$ cat src/rtl/hazard_pkg.sv
// Shared types for the hazard/forwarding controller: bypass select codes,
// FSM state enum, pipeline slot record and the slot match helper.
// Optional build macro: HAZ_ZERO_REG_EN (register 0 hardwired to zero).
package hazard_pkg;

  // Slot address field is sized for the widest supported register file;
  // narrower addresses are zero-extended, which keeps comparisons exact.
  localparam int unsigned SLOT_AW = 8;

  localparam logic [1:0] SEL_RF = 2'd0;
  localparam logic [1:0] SEL_EX = 2'd1;
  localparam logic [1:0] SEL_DM = 2'd2;
  localparam logic [1:0] SEL_WB = 2'd3;

  typedef enum logic [1:0] {
    StRun,
    StLoadStall,
    StFlush
  } state_e;

  typedef struct packed {
    logic               valid;
    logic               we;
    logic               is_load;
    logic [SLOT_AW-1:0] rw;
  } slot_t;

  localparam slot_t SLOT_EMPTY = '0;

  // True when an in-flight slot produces the register a decode operand reads.
  function automatic logic slot_hit(input slot_t s, input logic [SLOT_AW-1:0] addr,
                                    input logic rd_en);
    logic w_rw_ok;
`ifdef HAZ_ZERO_REG_EN
    w_rw_ok = (s.rw != '0);
`else
    w_rw_ok = 1'b1;
`endif
    return rd_en & s.valid & s.we & (s.rw == addr) & w_rw_ok;
  endfunction

endpackage

$ cat src/rtl/hazard_fwd_unit_if.sv
// Decode-side bundle between the decode block and the hazard/forwarding unit.
// master = decode block, slave = hazard_fwd_unit.
interface hazard_fwd_unit_if #(
  parameter int unsigned REG_AW = 5
);
  logic [REG_AW-1:0] ra;
  logic [REG_AW-1:0] rb;
  logic [REG_AW-1:0] rw;
  logic              use_a;
  logic              use_b;
  logic              we;
  logic              is_load;
  logic              flush;
  logic [1:0]        mux_sel_A;
  logic [1:0]        mux_sel_B;
  logic              stall;
  logic              stall_pm;
  logic              bubble;

  modport master (
    output ra, rb, rw, use_a, use_b, we, is_load, flush,
    input  mux_sel_A, mux_sel_B, stall, stall_pm, bubble
  );

  modport slave (
    input  ra, rb, rw, use_a, use_b, we, is_load, flush,
    output mux_sel_A, mux_sel_B, stall, stall_pm, bubble
  );
endinterface

$ cat src/rtl/hazard_fwd_cmp.sv
// Per-operand priority comparator: picks the youngest in-flight producer of
// the operand, reports a load-use hazard, and masks forwarding from a load
// whose data is not yet available.
module hazard_fwd_cmp
  import hazard_pkg::*;
#(
  parameter int unsigned FWD_DEPTH = 3,
  parameter int unsigned LOAD_LAT  = 1
) (
  input  logic [SLOT_AW-1:0] i_addr,
  input  logic               i_use,
  input  slot_t              i_slot_ex,
  input  slot_t              i_slot_dm,
  input  slot_t              i_slot_wb,
  output logic [1:0]         o_sel,
  output logic               o_load_haz
);

  logic       w_hit_ex;
  logic       w_hit_dm;
  logic       w_hit_wb;
  logic [1:0] w_sel;
  logic       w_haz;

  assign w_hit_ex = slot_hit(i_slot_ex, i_addr, i_use);
  assign w_hit_dm = slot_hit(i_slot_dm, i_addr, i_use);
  assign w_hit_wb = slot_hit(i_slot_wb, i_addr, i_use);

  // Youngest match decides both the hazard and the bypass source; stages
  // beyond FWD_DEPTH fall back to the register file.
  always_comb begin
    w_sel = SEL_RF;
    w_haz = 1'b0;
    if (w_hit_ex) begin
      w_haz = i_slot_ex.is_load && (LOAD_LAT >= 32'd1);
      if (FWD_DEPTH >= 32'd1) w_sel = SEL_EX;
    end else if (w_hit_dm) begin
      w_haz = i_slot_dm.is_load && (LOAD_LAT >= 32'd2);
      if (FWD_DEPTH >= 32'd2) w_sel = SEL_DM;
    end else if (w_hit_wb) begin
      w_haz = i_slot_wb.is_load && (LOAD_LAT >= 32'd3);
      if (FWD_DEPTH >= 32'd3) w_sel = SEL_WB;
    end
  end

  // Load data not ready yet: never bypass from that slot.
  assign o_sel      = w_haz ? SEL_RF : w_sel;
  assign o_load_haz = w_haz;

endmodule

$ cat src/rtl/hazard_fwd_unit.sv
// Hazard and forwarding controller for the 16-bit pipelined MIPS core.
// Tracks destinations through EX/DM/WB, drives operand bypass selects,
// load-use stalls and post-jump flush bubbles.
// Optional build macro: HAZ_ZERO_REG_EN (register 0 never forwards/stalls).
module hazard_fwd_unit
  import hazard_pkg::*;
#(
  parameter int unsigned REG_AW    = 5,
  parameter int unsigned FWD_DEPTH = 3,
  parameter int unsigned LOAD_LAT  = 1,
  parameter int unsigned FLUSH_CYC = 2
) (
  input logic               clk,
  input logic               reset,
  hazard_fwd_unit_if.slave  bus
);

  slot_t      r_ex;
  slot_t      r_dm;
  slot_t      r_wb;
  state_e     r_state;
  logic [2:0] r_cnt;

  slot_t      w_entry;
  logic [1:0] w_sel_a;
  logic [1:0] w_sel_b;
  logic       w_haz_a;
  logic       w_haz_b;
  logic       w_flushing;
  logic       w_load_haz;
  logic       w_issue;

  assign w_entry = '{valid:   1'b1,
                     we:      bus.we,
                     is_load: bus.is_load,
                     rw:      SLOT_AW'(bus.rw)};

  hazard_fwd_cmp #(
    .FWD_DEPTH (FWD_DEPTH),
    .LOAD_LAT  (LOAD_LAT)
  ) u_cmp_a (
    .i_addr     (SLOT_AW'(bus.ra)),
    .i_use      (bus.use_a),
    .i_slot_ex  (r_ex),
    .i_slot_dm  (r_dm),
    .i_slot_wb  (r_wb),
    .o_sel      (w_sel_a),
    .o_load_haz (w_haz_a)
  );

  hazard_fwd_cmp #(
    .FWD_DEPTH (FWD_DEPTH),
    .LOAD_LAT  (LOAD_LAT)
  ) u_cmp_b (
    .i_addr     (SLOT_AW'(bus.rb)),
    .i_use      (bus.use_b),
    .i_slot_ex  (r_ex),
    .i_slot_dm  (r_dm),
    .i_slot_wb  (r_wb),
    .o_sel      (w_sel_b),
    .o_load_haz (w_haz_b)
  );

  // Stall/bubble decode; a flush in the same cycle suppresses the load stall
  // and lets the jump itself issue.
  always_comb begin
    w_flushing    = (r_state == StFlush);
    w_load_haz    = (w_haz_a | w_haz_b) & ~bus.flush & ~w_flushing;
    w_issue       = ~w_flushing & ~w_load_haz;
    bus.stall     = w_flushing | w_load_haz;
    bus.stall_pm  = w_load_haz;
    bus.bubble    = ~w_issue;
    bus.mux_sel_A = w_sel_a;
    bus.mux_sel_B = w_sel_b;
  end

  // Pipeline slot shift: decode entry or bubble into EX.
  always_ff @(posedge clk or posedge reset) begin
    if (reset) begin
      r_ex <= SLOT_EMPTY;
      r_dm <= SLOT_EMPTY;
      r_wb <= SLOT_EMPTY;
    end else begin
      r_wb <= r_dm;
      r_dm <= r_ex;
      r_ex <= w_issue ? w_entry : SLOT_EMPTY;
    end
  end

  // Control FSM: flush has priority; flush counter saturates at zero.
  always_ff @(posedge clk or posedge reset) begin
    if (reset) begin
      r_state <= StRun;
      r_cnt   <= 3'd0;
    end else begin
      case (r_state)
        StRun, StLoadStall: begin
          if (bus.flush) begin
            r_state <= StFlush;
            r_cnt   <= 3'(FLUSH_CYC - 1);
          end else if (w_haz_a | w_haz_b) begin
            r_state <= StLoadStall;
          end else begin
            r_state <= StRun;
          end
        end
        StFlush: begin
          if (bus.flush) begin
            r_cnt <= 3'(FLUSH_CYC - 1);
          end else if (r_cnt == 3'd0) begin
            r_state <= StRun;
          end else begin
            r_cnt <= r_cnt - 3'd1;
          end
        end
        default: begin
          r_state <= StRun;
          r_cnt   <= 3'd0;
        end
      endcase
    end
  end

endmodule
$ cat src/flat_wrapper.sv
// flat-port wrapper written by rule: the top's interface ports become plain ports
module hazard_fwd_unit_flat import hazard_pkg::*;
#(
  parameter int unsigned REG_AW    = 5,
  parameter int unsigned FWD_DEPTH = 3,
  parameter int unsigned LOAD_LAT  = 1,
  parameter int unsigned FLUSH_CYC = 2
)
  (clk, reset, bus_ra, bus_rb, bus_rw, bus_use_a, bus_use_b, bus_we, bus_is_load, bus_flush, bus_mux_sel_A, bus_mux_sel_B, bus_stall, bus_stall_pm, bus_bubble);
  hazard_fwd_unit_if #(.REG_AW(REG_AW)) bus_i ();
  input logic clk;
  input logic reset;
  input wire logic [$bits(bus_i.ra)-1:0] bus_ra;
  input wire logic [$bits(bus_i.rb)-1:0] bus_rb;
  input wire logic [$bits(bus_i.rw)-1:0] bus_rw;
  input wire logic [$bits(bus_i.use_a)-1:0] bus_use_a;
  input wire logic [$bits(bus_i.use_b)-1:0] bus_use_b;
  input wire logic [$bits(bus_i.we)-1:0] bus_we;
  input wire logic [$bits(bus_i.is_load)-1:0] bus_is_load;
  input wire logic [$bits(bus_i.flush)-1:0] bus_flush;
  output wire logic [$bits(bus_i.mux_sel_A)-1:0] bus_mux_sel_A;
  output wire logic [$bits(bus_i.mux_sel_B)-1:0] bus_mux_sel_B;
  output wire logic [$bits(bus_i.stall)-1:0] bus_stall;
  output wire logic [$bits(bus_i.stall_pm)-1:0] bus_stall_pm;
  output wire logic [$bits(bus_i.bubble)-1:0] bus_bubble;
  assign bus_i.ra = bus_ra;
  assign bus_i.rb = bus_rb;
  assign bus_i.rw = bus_rw;
  assign bus_i.use_a = bus_use_a;
  assign bus_i.use_b = bus_use_b;
  assign bus_i.we = bus_we;
  assign bus_i.is_load = bus_is_load;
  assign bus_i.flush = bus_flush;
  assign bus_mux_sel_A = bus_i.mux_sel_A;
  assign bus_mux_sel_B = bus_i.mux_sel_B;
  assign bus_stall = bus_i.stall;
  assign bus_stall_pm = bus_i.stall_pm;
  assign bus_bubble = bus_i.bubble;
  hazard_fwd_unit #(.REG_AW(REG_AW), .FWD_DEPTH(FWD_DEPTH), .LOAD_LAT(LOAD_LAT), .FLUSH_CYC(FLUSH_CYC)) u_core (.clk(clk), .reset(reset), .bus(bus_i));
endmodule
$ cat config.mk
export PLATFORM = sky130hd
export DESIGN_NAME = hazard_fwd_unit_flat
export DESIGN_NICKNAME = d
export VERILOG_FILES = /design/src/rtl/hazard_pkg.sv /design/src/rtl/hazard_fwd_unit_if.sv /design/src/rtl/hazard_fwd_cmp.sv /design/src/rtl/hazard_fwd_unit.sv /design/src/flat_wrapper.sv
export SDC_FILE = /design/constraint.sdc
export NUM_CORES = 1
export LEC_CHECK = 0
export ABC_CLOCK_PERIOD_IN_PS = 4100
export BUFFER_PORTS_ARGS = -buffer_cell sky130_fd_sc_hd__buf_4
export CORE_ASPECT_RATIO = 0.6
export CORE_UTILIZATION = 62
export CTS_BUF_LIST = sky130_fd_sc_hd__clkbuf_4 sky130_fd_sc_hd__clkbuf_8
export DETAILED_ROUTE_END_ITERATION = 10
export PLACE_DENSITY = 0.87
export SLEW_MARGIN = 20
export SYNTH_ARGS = -nofsm -noshare
export SYNTH_HDL_FRONTEND = slang
export SYNTH_HIERARCHICAL = 1
export SYNTH_SLANG_ARGS = --single-unit
export TNS_END_PERCENT = 100
$ cat constraint.sdc
create_clock -name clk -period 4.1 [get_ports clk]
set_input_delay 0.205 -clock clk [delete_from_list [all_inputs] [get_ports clk]]
set_output_delay 0.205 -clock clk [all_outputs]
set_load 0.05 [all_outputs]
==> flow_summary_export.csv <==
group,metric,value,unit
clocking,cts_setup_buffers,0,
global_route,grt_start_max_net_pins,28,
sta,setup_slack,1500,ps
drt,routed_wl,3.48,mm
setup_path,required,3890,ps
worst_hold_path,min_path_type,"input pin to register",
synth,postSynthCellCount,149,
setup_path,cp-end-kind,"output pin",
clocking,clkLatencyLatePin,270,ps
die,rows,13,
drt,wl_per_cell,14.3,um
run,drv_cap,0,
placed_design,dpl.hpwl,2.88,mm
global_route,grt_pass1_wl,5.32,mm
clocking,path_clk_slew,90,ps
clocking,clkSinkCount,27,
sta,rsz0062_at_grt,"no",
sta,fin_skew,4.82,ps
clocking,cts_tree,"yes",
global_route,track_usage,29.0,%
sta,hold_viol,0,
setup_path,path_cells,"xnor2_1 > nand4_1 > nor4_1 > and2_1 > o21bai_2 > nor2b_4 > inv_1 > buf_4",
synth,ys.warnings.count,6,
sta,slew_headroom,32.2,%
setup_path,reg2reg_slack,1970,ps
setup_path,critical_path.max_fanout,9,
sta,finalSetupTns,0,ps
die,ioPinCount,29,
drt,viasPerCell,5.11,
global_route,grt_pass1_vias,1137,
final_layout,insertedDiodeCount,0,
sta,worstMarginPinSlew,1020,ps
clocking,cts-root-buf,"clkbuf_8",
setup_path,slowest_stage,"nor4_1",
die,design.die.area,0.00276,mm^2
drt,drc_errors,0,
global_route,antenna_found_initial,0,
power_and_ir_drop,power_density,420,mW/mm^2
clocking,clockBufferDepth,2,
final_layout,nFillCells,110,
final_layout,layout-area-overhead-vs-synth,25.5,%
final_layout,layout_common_cells,"42 x xnor2_1, 36 x conb_1, 28 x buf_4",
sta,fmaxAchievable,384,MHz
sta,finalSetupViolCount,0,
final_layout,drive_gt1_share,18.8,%
die,die_y,41.1,um
clocking,numCtsBuffers,3,
power_and_ir_drop,power,0.831,mW
global_route,gr-total-overflow,0,
drt,detail_route.first_pass.iterations,4,
drt,ant_nets,0,
power_and_ir_drop,p_leak,0.888,nW
final_layout,regArea,676,um^2
sta,fin_crit_sh,63.5,%
drt,first_iter_violations,70,
die,core-area,0.00228,mm^2
placed_design,gp_congestion,0.868,
die,initial_utilization,69.2,%
clocking,cts_resized,0,
final_layout,utilization,86.9,%
clocking,hold_buffers,0,
setup_path,slowest_delay,580,ps
synth,syn_area,0.00158,mm^2
placed_design,io_buffers,28,
setup_path,crit_family,"simple AND/OR/NAND/NOR gates",
die,die_w,67.1,um
setup_path,start_kind,"register",
setup_path,crit_buf_inv,2,
sta,finalCriticalPeriod,2600,ps
final_layout,layout_commonest_cell,"xnor2_1",
sta,slew_viol_final,0,
final_layout,nets,238,
setup_path,crit_type,"register to output pin",
power_and_ir_drop,ir_drop,0.454,mV
setup_path,cp.arrival,2400,ps
clocking,ctsHtreeMaxLevel,1,
final_layout,multi_input_area,990,um^2
placed_design,place_ws,1850,ps
status,status,"finished, final reports clean",
synth,syn-mean-instance-area,10.6,um^2
drt,routed-via-count,1242,
[worst register-to-register path: stages (launching register included)]
cell      delay (ps)
dfrtp_1          430
xnor2_1          190
nand4_1          190
nor4_1           580
and2_1           230
o21bai_2         100
nor2b_4          160
and2_1           160
[power by group]
part           total (mW)  switching, mW  internal (mW)
sequential          0.395         0.0657          0.330
combinational       0.288          0.151          0.137
clock               0.147         0.0794         0.0680
total               0.831          0.296          0.535
[worst paths after layout]
path,start,end,cells past startpoint
max,u_core/r_ex[2],bus_bubble,8
min,bus_flush,u_core/r_cnt[2],2
max reg2reg,u_core/r_ex[2],u_core/r_ex[1],7
min reg2reg,u_core/r_dm[10],u_core/r_wb[10],0
max in group asynchronous,reset,u_core/r_ex[2],2
min in group asynchronous,reset,u_core/r_ex[4],2
[through the flow]
stage | instance area (um^2) | cells | hold WS (ps)
2_1_floorplan | 1710 | 184 | 258
3_3_place_gp | 1930 | 239 | 384
3_5_place_dp | 1930 | 239 | 387
4_1_cts | 1980 | 243 | 126
5_1_grt | 1980 | 243 | 125
6_report | 1980 | 243 | 125
[area by class of cell]
type	instances	share of cell area [%]
inverter	5	0.949
tap	30	1.90
clock buffer	3	2.09
multi-input combinational	149	50.0
clock inverter	1	0.253
sequential	27	34.2
timing repair buffer	28	10.6
[flip-flops by register name, indices dropped and copies added (netlist names)]
signal and cells:
u_core/r_dm 7, u_core/r_state 2, u_core/r_wb 7, u_core/r_cnt 3
u_core/r_ex 8
[metal layers]
metal  GRT usage, %  vias to the layer above  share of wire, %
met2           50.5                       45                48
met1           35.9                      589                43
met4           8.51                        0               1.2
met5              0                        -                 0
li1               -                      600                 -
met3           8.61                        8               7.3
Note: power is estimated with default switching activity, not from simulation.
